$ cat src/rtl/lsu_pkg.sv
// Shared types and helpers for the load/store unit.
// Contents: RV32I funct3 codes, FSM state enum, latched access descriptor,
//           access size / byte-mask / funct3-legality helpers.
package lsu_pkg;

  localparam logic [2:0] F3_LB  = 3'd0;
  localparam logic [2:0] F3_LH  = 3'd1;
  localparam logic [2:0] F3_LW  = 3'd2;
  localparam logic [2:0] F3_LBU = 3'd4;
  localparam logic [2:0] F3_LHU = 3'd5;
  localparam logic [2:0] F3_SB  = 3'd0;
  localparam logic [2:0] F3_SH  = 3'd1;
  localparam logic [2:0] F3_SW  = 3'd2;

  typedef enum logic [1:0] {
    ST_IDLE   = 2'd0,
    ST_ACCESS = 2'd1,
    ST_RESP   = 2'd2
  } lsu_state_e;

  // Access attributes carried from accept into the ACCESS cycle
  typedef struct packed {
    logic       we;
    logic [2:0] funct3;
    logic       fault;
  } lsu_acc_t;

  // Access width in bytes from funct3[1:0]; code 3 is illegal and faults elsewhere
  function automatic logic [2:0] size_bytes(input logic [1:0] sz);
    case (sz)
      2'd0:    return 3'd1;
      2'd1:    return 3'd2;
      default: return 3'd4;
    endcase
  endfunction

  function automatic logic [3:0] bmask_of(input logic [1:0] sz);
    case (sz)
      2'd0:    return 4'b0001;
      2'd1:    return 4'b0011;
      default: return 4'b1111;
    endcase
  endfunction

  // Loads accept LB/LH/LW/LBU/LHU, stores accept SB/SH/SW
  function automatic logic f3_legal(input logic we, input logic [2:0] funct3);
    if (we) return (funct3 < 3'd3);
    return (funct3 != 3'd3) && (funct3 != 3'd6) && (funct3 != 3'd7);
  endfunction

endpackage

$ cat src/rtl/lsu_ctrl_if.sv
// Request/response handshake bundle between a requester and lsu_ctrl.
// slave  : the LSU side (consumes requests, produces responses)
// master : the requester side
interface lsu_ctrl_if;
  logic        i_req_valid;
  logic        o_req_ready;
  logic        i_req_we;
  logic [2:0]  i_req_funct3;
  logic [31:0] i_req_addr;
  logic [31:0] i_req_wdata;
  logic        o_rsp_valid;
  logic        i_rsp_ready;
  logic [31:0] o_rsp_rdata;
  logic        o_rsp_err;

  modport slave (
    input  i_req_valid, i_req_we, i_req_funct3, i_req_addr, i_req_wdata, i_rsp_ready,
    output o_req_ready, o_rsp_valid, o_rsp_rdata, o_rsp_err
  );

  modport master (
    output i_req_valid, i_req_we, i_req_funct3, i_req_addr, i_req_wdata, i_rsp_ready,
    input  o_req_ready, o_rsp_valid, o_rsp_rdata, o_rsp_err
  );
endinterface

$ cat src/rtl/lsu_load_ext.sv
// Combinational load-data extender.
// funct3 : load type (LB/LH/LW/LBU/LHU)
// rdata  : raw little-endian word from memory, access starts at byte 0
// ext_c  : sign/zero-extended result
module lsu_load_ext
  import lsu_pkg::*;
(
  input  logic [2:0]  funct3,
  input  logic [31:0] rdata,
  output logic [31:0] ext_c
);

  always_comb begin
    ext_c = rdata;
    case (funct3)
      F3_LB:   ext_c = {{24{rdata[7]}}, rdata[7:0]};
      F3_LH:   ext_c = {{16{rdata[15]}}, rdata[15:0]};
      F3_LBU:  ext_c = {24'd0, rdata[7:0]};
      F3_LHU:  ext_c = {16'd0, rdata[15:0]};
      default: ext_c = rdata;
    endcase
  end

endmodule

$ cat src/rtl/lsu_ctrl.sv
// Load/store unit in front of a byte-addressable data memory.
// Accepts RV32I loads/stores, checks funct3 legality and range, drives the
// memory for exactly the ACCESS cycle and returns a registered response.
// Ports: i_clk, i_reset (async active-low), bus (lsu_ctrl_if.slave),
//        o_mem_addr/o_mem_bmask/o_mem_wdata/o_mem_wren, i_mem_rdata (comb).
// Build option: define LSU_MISALIGN_TRAP_EN to fault misaligned halfword/word
// accesses; otherwise misaligned accesses go to the byte-granular memory.
module lsu_ctrl
  import lsu_pkg::*;
#(
  parameter int unsigned MEM_BYTES = 2048,
  parameter logic [31:0] BASE_ADDR = 32'h0000_2000
) (
  input  logic                         i_clk,
  input  logic                         i_reset,
  lsu_ctrl_if.slave                    bus,
  output logic [$clog2(MEM_BYTES)-1:0] o_mem_addr,
  output logic [3:0]                   o_mem_bmask,
  output logic [31:0]                  o_mem_wdata,
  output logic                         o_mem_wren,
  input  logic [31:0]                  i_mem_rdata
);

  localparam int unsigned AW = $clog2(MEM_BYTES);

  lsu_state_e    state_q, state_d;
  logic          req_ready_c, req_hs_c, rsp_hs_c;
  logic [31:0]   offset_c;
  logic          range_err_c, misalign_c, fault_c;
  logic [31:0]   ext_c;
  lsu_acc_t      acc_q;
  logic [AW-1:0] mem_addr_q;
  logic [3:0]    mem_bmask_q;
  logic [31:0]   mem_wdata_q;
  logic          mem_wren_q;
  logic          rsp_valid_q, rsp_err_q;
  logic [31:0]   rsp_rdata_q;

  // State register
  always_ff @(posedge i_clk or negedge i_reset) begin
    if (!i_reset) state_q <= ST_IDLE;
    else          state_q <= state_d;
  end

  // Next state and handshake decode
  always_comb begin
    state_d     = state_q;
    req_ready_c = 1'b0;
    rsp_hs_c    = 1'b0;
    case (state_q)
      ST_IDLE: begin
        req_ready_c = 1'b1;
        if (bus.i_req_valid) state_d = ST_ACCESS;
      end
      ST_ACCESS: state_d = ST_RESP;
      ST_RESP: begin
        req_ready_c = bus.i_rsp_ready;
        if (bus.i_rsp_ready) begin
          rsp_hs_c = 1'b1;
          state_d  = bus.i_req_valid ? ST_ACCESS : ST_IDLE;
        end
      end
      default: state_d = ST_IDLE;
    endcase
  end

  assign req_hs_c = bus.i_req_valid && req_ready_c;

  // Fault check on the incoming request; 33-bit end address so wrapped offsets fail
  assign offset_c    = bus.i_req_addr - BASE_ADDR;
  assign range_err_c = ({1'b0, offset_c} + 33'(size_bytes(bus.i_req_funct3[1:0])))
                       > 33'(MEM_BYTES);
`ifdef LSU_MISALIGN_TRAP_EN
  assign misalign_c  = ((bus.i_req_funct3[1:0] == 2'd1) && offset_c[0]) ||
                       ((bus.i_req_funct3[1:0] == 2'd2) && (offset_c[1:0] != 2'd0));
`else
  assign misalign_c  = 1'b0;
`endif
  assign fault_c     = !f3_legal(bus.i_req_we, bus.i_req_funct3) || range_err_c || misalign_c;

  lsu_load_ext u_load_ext (
    .funct3 (acc_q.funct3),
    .rdata  (i_mem_rdata),
    .ext_c  (ext_c)
  );

  // Memory-side drive: enables are set on accept and therefore live only in ACCESS
  always_ff @(posedge i_clk or negedge i_reset) begin
    if (!i_reset) begin
      acc_q       <= '0;
      mem_addr_q  <= '0;
      mem_bmask_q <= '0;
      mem_wdata_q <= '0;
      mem_wren_q  <= 1'b0;
    end else if (req_hs_c) begin
      acc_q       <= '{we: bus.i_req_we, funct3: bus.i_req_funct3, fault: fault_c};
      mem_addr_q  <= offset_c[AW-1:0];
      mem_bmask_q <= bmask_of(bus.i_req_funct3[1:0]);
      mem_wdata_q <= bus.i_req_wdata;
      mem_wren_q  <= bus.i_req_we && !fault_c;
    end else begin
      mem_bmask_q <= '0;
      mem_wren_q  <= 1'b0;
    end
  end

  // Response register: loaded at the end of ACCESS, held until consumed
  always_ff @(posedge i_clk or negedge i_reset) begin
    if (!i_reset) begin
      rsp_valid_q <= 1'b0;
      rsp_err_q   <= 1'b0;
      rsp_rdata_q <= '0;
    end else if (state_q == ST_ACCESS) begin
      rsp_valid_q <= 1'b1;
      rsp_err_q   <= acc_q.fault;
      rsp_rdata_q <= (acc_q.fault || acc_q.we) ? 32'd0 : ext_c;
    end else if (rsp_hs_c) begin
      rsp_valid_q <= 1'b0;
    end
  end

  assign bus.o_req_ready = req_ready_c;
  assign bus.o_rsp_valid = rsp_valid_q;
  assign bus.o_rsp_err   = rsp_err_q;
  assign bus.o_rsp_rdata = rsp_rdata_q;
  assign o_mem_addr      = mem_addr_q;
  assign o_mem_bmask     = mem_bmask_q;
  assign o_mem_wdata     = mem_wdata_q;
  assign o_mem_wren      = mem_wren_q;

endmodule

$ cat src/flat_wrapper.sv
// flat-port wrapper written by rule: the top's interface ports become plain ports
module lsu_ctrl_flat import lsu_pkg::*;
#(
  parameter int unsigned MEM_BYTES = 2048,
  parameter logic [31:0] BASE_ADDR = 32'h0000_2000
)
  (i_clk, i_reset, o_mem_addr, o_mem_bmask, o_mem_wdata, o_mem_wren, i_mem_rdata, bus_i_req_valid, bus_i_req_we, bus_i_req_funct3, bus_i_req_addr, bus_i_req_wdata, bus_i_rsp_ready, bus_o_req_ready, bus_o_rsp_valid, bus_o_rsp_rdata, bus_o_rsp_err);
  lsu_ctrl_if bus_i ();
  input  logic i_clk;
  input  logic i_reset;
  output logic [$clog2(MEM_BYTES)-1:0] o_mem_addr;
  output logic [3:0] o_mem_bmask;
  output logic [31:0] o_mem_wdata;
  output logic o_mem_wren;
  input  logic [31:0] i_mem_rdata;
  input wire logic [$bits(bus_i.i_req_valid)-1:0] bus_i_req_valid;
  input wire logic [$bits(bus_i.i_req_we)-1:0] bus_i_req_we;
  input wire logic [$bits(bus_i.i_req_funct3)-1:0] bus_i_req_funct3;
  input wire logic [$bits(bus_i.i_req_addr)-1:0] bus_i_req_addr;
  input wire logic [$bits(bus_i.i_req_wdata)-1:0] bus_i_req_wdata;
  input wire logic [$bits(bus_i.i_rsp_ready)-1:0] bus_i_rsp_ready;
  output wire logic [$bits(bus_i.o_req_ready)-1:0] bus_o_req_ready;
  output wire logic [$bits(bus_i.o_rsp_valid)-1:0] bus_o_rsp_valid;
  output wire logic [$bits(bus_i.o_rsp_rdata)-1:0] bus_o_rsp_rdata;
  output wire logic [$bits(bus_i.o_rsp_err)-1:0] bus_o_rsp_err;
  assign bus_i.i_req_valid = bus_i_req_valid;
  assign bus_i.i_req_we = bus_i_req_we;
  assign bus_i.i_req_funct3 = bus_i_req_funct3;
  assign bus_i.i_req_addr = bus_i_req_addr;
  assign bus_i.i_req_wdata = bus_i_req_wdata;
  assign bus_i.i_rsp_ready = bus_i_rsp_ready;
  assign bus_o_req_ready = bus_i.o_req_ready;
  assign bus_o_rsp_valid = bus_i.o_rsp_valid;
  assign bus_o_rsp_rdata = bus_i.o_rsp_rdata;
  assign bus_o_rsp_err = bus_i.o_rsp_err;
  lsu_ctrl #(.MEM_BYTES(MEM_BYTES), .BASE_ADDR(BASE_ADDR)) u_core (.i_clk(i_clk), .i_reset(i_reset), .bus(bus_i), .o_mem_addr(o_mem_addr), .o_mem_bmask(o_mem_bmask), .o_mem_wdata(o_mem_wdata), .o_mem_wren(o_mem_wren), .i_mem_rdata(i_mem_rdata));
endmodule
$ cat config.mk
export PLATFORM = sky130hd
export DESIGN_NAME = lsu_ctrl_flat
export DESIGN_NICKNAME = d
export VERILOG_FILES = /design/src/rtl/lsu_pkg.sv /design/src/rtl/lsu_ctrl_if.sv /design/src/rtl/lsu_load_ext.sv /design/src/rtl/lsu_ctrl.sv /design/src/flat_wrapper.sv
export SDC_FILE = /design/constraint.sdc
export NUM_CORES = 1
export LEC_CHECK = 0
export CORE_MARGIN = 8
export CORE_UTILIZATION = 45
export CTS_CLUSTER_DIAMETER = 40
export DETAILED_ROUTE_END_ITERATION = 7
export PLACE_DENSITY = 0.88
export SKIP_LAST_GASP = 1
export SYNTH_ARGS = -nofsm -noshare
export SYNTH_HDL_FRONTEND = slang
export SYNTH_SLANG_ARGS = --single-unit
export TNS_END_PERCENT = 10
$ cat constraint.sdc
create_clock -name i_clk -period 2.75 [get_ports i_clk]
set_input_delay 0.6875 -clock i_clk [delete_from_list [all_inputs] [get_ports i_clk]]
set_output_delay 0.6875 -clock i_clk [all_outputs]
set_load 0.05 [all_outputs]
==> Word level (Yosys, flattened, before mapping) <==
Cells that the tools add are included.
{ "totals": {"regBits": 89, "input_bits": 104, "out_inout_bits": 83, "wordCells": 57} }
{ "classes": {"add_sub_neg": 2, "magnitude_cmp": 2, "n_eq_ne": 11, "n_mux": 18, "n_reduce_logical": 13} }
{ "op_table": {"columns": ["cell", "count"], "rows": [
  ["32-bit case mux with 4 select lines", 1],
  ["32-bit by 3-bit adder with 33-bit output", 1],
  ["33-bit by 12-bit > comparator with 1-bit output (second input constant)", 1],
  ["32-bit two-way mux", 1],
  ["32-bit by 14-bit subtractor with 32-bit output (second input constant)", 1],
  ["1-bit two-way mux", 9],
  ["4-bit case mux with 2 select lines", 1],
  ["3-bit equality test (second input constant)", 2],
  ["3-bit != test (second input constant)", 2],
  ["2-bit case mux with 3 select lines", 1],
  ["3-bit case mux with 2 select lines", 1],
  ["2-bit by 1-bit equality test with 1-bit output (second input constant)", 2],
  ["1-bit logical AND", 4],
  ["2-bit zero test", 2],
  ["2-bit two-way mux", 2],
  ["4-bit two-way mux", 1],
  ["2-bit != test (second input constant)", 2],
  ["3-bit by 1-bit equality test with 1-bit output (second input constant)", 1],
  ["3-bit zero test", 1],
  ["3-bit by 2-bit less-than comparator with 1-bit output (second input constant)", 1],
  ["3-bit by 2-bit != test with 1-bit output (second input constant)", 1],
  ["2-bit equality test (second input constant)", 1],
  ["1-bit zero test", 2],
  ["1-bit logical OR", 2],
  ["3 further kinds", 3]
]} }

==> Logic depth before layout (Yosys ltp) <==
{ "logic_depth": {"ltp_word": 9, "depth_mapped": 12} }

==> By module <==
Synthesis repeated with hierarchy kept, for this count alone.
{ "hier_totals": {"cells_unflattened": 580, "hier_area_um2": 4991.0} }
{ "by_module_without_submodules": {"columns": ["module", "n_inst", "cells_each", "area_each_um2", "seq_area_each_um2"], "rows": [
  ["lsu_ctrl", 1, 513, 4635.7, 2202.1],
  ["lsu_load_ext", 1, 67, 355.3, 0.0]
]} }

==> Worst setup path before layout <==
OpenSTA, ideal clock, no wires.
{ "synth_path": {"kind": "input to register", "from": "input bus_i_req_addr[13]", "to": "register u_core.acc_q[0] (netlist bit)", "t_arrival_ns": 3.380, "t_required_ns": 2.621, "setup_slack_ns": -0.759, "stages": 12, "n_path_buf": 2, "cell_sequence": "clkbuf_1 inv_1 ha_1 buf_2 or4b_1 nor3_2 mux2i_1 a22oi_1 or3_1 o31a_1 nor4b_1 a21oi_1"} }
{ "synth_between": {"elab_chain_cells": 4} }
{ "synth_lines": {"columns": ["item", "line", "text"], "rows": [
  ["from (decl)", "flat_wrapper.sv:19", "input wire logic [$bits(bus_i.i_req_addr)-1:0] bus_i_req_addr;"],
  ["32-bit by 14-bit subtractor with 32-bit output", "lsu_ctrl.sv:70", "assign offset_c = bus.i_req_addr - BASE_ADDR;"],
  ["32-bit by 3-bit adder with 33-bit output", "lsu_ctrl.sv:71", "assign range_err_c = ({1'b0, offset_c} + 33'(size_bytes(bus.i_req_funct3[1:0])))"],
  ["33-bit by 12-bit > comparator with 1-bit output", "lsu_ctrl.sv:72", "> 33'(MEM_BYTES);"],
  ["1-bit logical OR", "lsu_ctrl.sv:79", "assign fault_c = !f3_legal(bus.i_req_we, bus.i_req_funct3) || range_err_c || misalign_c;"],
  ["to (signal assigned)", "lsu_ctrl.sv:96", "acc_q <= '{we: bus.i_req_we, funct3: bus.i_req_funct3, fault: fault_c};"],
  ["to (decl)", "lsu_ctrl.sv:31", "lsu_acc_t acc_q;"]
]} }
Every way passes these cells.
A chain may end at the register's enable or synchronous reset.

==> Worst setup path in the final report <==
{ "layout_path": {"from": "input bus_i_req_funct3[0]", "to": "register u_core.mem_wren_q, in the netlist u_core.o_mem_wren"} }
{ "layout_between": {"elab_chain_cells": 9} }
{ "layout_lines": {"columns": ["item", "line", "text"], "rows": [
  ["from (decl)", "flat_wrapper.sv:18", "input wire logic [$bits(bus_i.i_req_funct3)-1:0] bus_i_req_funct3;"],
  ["parallel branches: the longest is 5 deep, another holds 32-bit by 3-bit adder with 33-bit output", null, null],
  ["1-bit logical OR *", "lsu_ctrl.sv:79", null],
  ["1-bit zero test *", "lsu_ctrl.sv:100", "mem_wren_q <= bus.i_req_we && !fault_c;"],
  ["1-bit logical AND *", "lsu_ctrl.sv:100", null],
  ["1-bit two-way mux *", "lsu_ctrl.sv:95", "end else if (req_hs_c) begin"],
  ["to (signal assigned)", "lsu_ctrl.sv:100", null],
  ["to (decl)", "lsu_ctrl.sv:35", "logic mem_wren_q;"]
]} }
Mark *: on every way between the ends. The select of a mux whose other input is x is not followed.

==> flow_metrics.tcl <==
set metrics [dict create \
    ant_nets 0 \
    outcome "finished with violations" \
    drcViolationCount 0 \
    vias_per_cell 5.53 \
    max-cap-violations 0 \
    start_util_pct 45.8 \
    syn_inst 490 \
    p_leak_nw 3.59 \
    antenna_found_initial 0 \
    fin_ws_ns -0.220 \
    slew_headroom_pct 59.3 \
    synth_cell_types 66 \
    path_clk_slew_ns 0.09 \
    dieWidth_um 121 \
    cts-root-buf "clkbuf_8" \
    finalSetupTns_ns -0.402 \
    core_area_um2 10800 \
    fmax_mhz 337 \
    ys_ff_latch 88 \
    hold_path.class "primary input to async pin" \
    grt-ovfl-total 0 \
    p_per_area_nw_per_um2 545 \
    cp_max_fo 4 \
    nets 885 \
    io_buffers 186 \
    crit_type "primary input to flip-flop" \
    final_common_cell "clkdlybuf4s50_1" \
    ir_drop_mv 0.558 \
    synthesis.area_um2 4950 \
    dr.pass1.iters 5 \
    post-route-util_pct 78.0 \
    synth-edff-count 0 \
    stdcell_count 920 \
    grt_pass1_vias 5393 \
    grt_setup_unrepaired "yes" \
    most-common-layout-cells "clkdlybuf4s50_1, buf_4, dfrtp_1" \
    vias 5090 \
    holdWs_ns 0.340 \
    cp.arrival_ns 3.25 \
    fin_area_um2 8420 \
    clock_sinks 88 \
    maxSlewViolCount 0 \
    cts_max_path_buffers 2 \
    yosysSeqAreaShare_pct 44.5 \
    routed_wl_mm 17.6 \
    start_kind "primary input" \
    die_y_um 121 \
    hpwl_mm 13.1 \
    hold_viol_final 0 \
    grt_pass1_wl_mm 27.0 \
    wl_per_cell_um 19.1 \
    cts_tree "done" \
    row_count 38 \
    crit_required_ns 3.03 \
    reg2reg_slack_ns 0.73 \
    end_kind "flip-flop" \
    num_io_pins 187 \
    synthFlopType "dfrtp_1" \
    fin_skew_ns 0.00637 \
    ys_async_sr_fraction_pct 100 \
    gr-usage-all-layers_pct 22.8 \
    cts_made_buffers 9 \
    violations "setup timing" \
    area_delta_synth_final_pct 70.3 \
    grt_max_degree 51 \
    drive_above_1_share_pct 34.1 \
    tightest_slew_ns 0.611 \
    globalplace.congestion 0.920 \
    ys_warn_count 0 \
    dp.cells 880 \
    diodes 0 \
    placed_area_um2 7620 \
    syn_avg_cell_area_um2 10.1 \
    period_share_pct 108 \
    setup_viol 2 \
    clk-insertion-delay-late_ns 0.34 \
    dieArea_um2 14600 \
    finalCriticalPeriod_ns 2.97 \
    drtIter0Drc 300 \
    synth_fp_nets 600 \
    cts_hold_buffers 0 \
    h-tree-depth 3 \
]
synthesized netlist by cell type, types with 2 or more instances:
| cell type | number | share of area [%] |
|---|---|---|
| nand3_1 | 11 | 1.1 |
| buf_1 | 2 | 0.15 |
| nand2_1 | 44 | 3.3 |
| o21bai_1 | 3 | 0.46 |
| nor4_1 | 7 | 0.89 |
| nor2_1 | 22 | 1.7 |
| a31oi_1 | 3 | 0.38 |
| nor3_2 | 2 | 0.40 |
| o21ai_0 | 35 | 3.5 |
| or4_1 | 3 | 0.46 |
| nor4_4 | 2 | 0.86 |
| o31ai_1 | 5 | 0.76 |
| nor3_1 | 12 | 1.2 |
| o311ai_0 | 2 | 0.35 |
| or2_2 | 4 | 0.51 |
| ha_1 | 5 | 1.3 |
| a22o_1 | 17 | 3.0 |
| nand2b_1 | 8 | 1.0 |
| o41ai_1 | 2 | 0.35 |
| mux2_2 | 49 | 11 |
| nor2b_1 | 22 | 2.8 |
| xor2_1 | 8 | 1.4 |
| clkbuf_1 | 21 | 1.6 |
| mux2i_1 | 6 | 1.2 |
| nor3b_1 | 2 | 0.30 |
| o211ai_1 | 3 | 0.46 |
| o21a_1 | 2 | 0.30 |
| or4_4 | 2 | 0.46 |
| xnor2_1 | 11 | 1.9 |
| nor4b_1 | 4 | 0.71 |
| a211oi_1 | 5 | 0.76 |
| buf_6 | 2 | 0.46 |
| a21oi_1 | 13 | 1.3 |
| nand4_1 | 4 | 0.51 |
| inv_1 | 12 | 0.91 |
| and4_1 | 4 | 0.71 |
| or3_1 | 4 | 0.51 |
| dfrtp_1 | 88 | 45 |
| and3_1 | 8 | 1.0 |
| and2_1 | 5 | 0.63 |
per-layer routing:
layer  share of wire [%]  GRT usage [%]  up-vias
li1                    -              -     2356
met1                  38           24.7     2457
met2                  52           40.5      231
met3                 7.9           7.23       46
met4                 2.7           8.74        0
met5                   0              0        -
critical path, stage by stage:
cell and delay [ns]:
buf_8 0.11, nor2_4 0.12, ha_4 0.15, inv_2 0.04
fa_2 0.41, nor2b_4 0.15, o21ai_2 0.09, buf_4 0.15
o41ai_2 0.21, mux2_2 0.40, o311ai_4 0.09, o2111ai_2 0.16
a311oi_2 0.26, and4_1 0.22
cells by family after synthesis:
| logic type | after synthesis | share of synthesized area (%) |
|---|---|---|
| and+or+nand+nor | 178 | 20.5 |
| AOI/OAI and AO/OA | 105 | 14.2 |
| DFF | 88 | 44.5 |
| muxes | 55 | 12.4 |
| buffers and inverters | 39 | 3.36 |
| xor gates and xnor gates | 19 | 3.36 |
| adders and majority gates | 6 | 1.67 |
timing repair:
action | 4_1_cts | 5_1_grt
cloned | 0 | 0
buffers inserted | 11 | 13
endpoints found under the hold margin | 0 | 0
resized for setup | 66 | 59
setup endpoints to repair | 2 | 2
pin swaps | 20 | 35
metrics by stage:
step	power (mW)	worst slack, ns
finish	4.59	-0.220
global route	4.79	-0.317
CTS	4.58	-0.246
detailed placement	3.53	-1.32
global placement	3.47	-1.12
floorplan	2.72	-0.497
power breakdown:
| group | switching [mW] | leakage, nW | internal, mW |
|---|---|---|---|
| Combinational | 1.16 | 2.37 | 0.805 |
| Sequential | 0.122 | 1.10 | 1.49 |
| Clock | 0.467 | 0.118 | 0.550 |
| Total | 1.75 | 3.59 | 2.84 |
worst paths after layout:
kind                                            start  cells after the start                          to
hold reg to reg            u_core.bus.o_rsp_rdata[29]                      2  u_core.bus.o_rsp_rdata[29]
hold / removal                                i_reset                      1  u_core.bus.o_rsp_rdata[21]
setup / recovery                  bus_i_req_funct3[0]                     14           u_core.o_mem_wren
max in group asynchronous                     i_reset                      2      u_core.o_mem_wdata[10]
setup reg to reg                    u_core.state_q[1]                      8           u_core.o_mem_wren
min in group i_clk         u_core.bus.o_rsp_rdata[29]                      2  u_core.bus.o_rsp_rdata[29]
final cells by class:
cell class,count,area (µm²)
Timing Repair Buffer,301,2780
Multi-Input combinational cell,363,2990
Clock inverter,6,95.1
Clock buffer,10,138
Fill cell,683,2370
Sequential cell,88,2200
Inverter,12,50.0
Tap cell,140,175
flip-flops by register name (all words and copies together), names as in the netlist:
signal	cells
u_core.o_mem_bmask	3
u_core.o_mem_wren	1
u_core.o_mem_addr	11
u_core.o_mem_wdata	32
u_core.bus.o_rsp_err	1
u_core.bus.o_rsp_valid	1
u_core.acc_q	5
u_core.bus.o_rsp_rdata	32
u_core.state_q	2
Power figures use the tool's default switching activity.
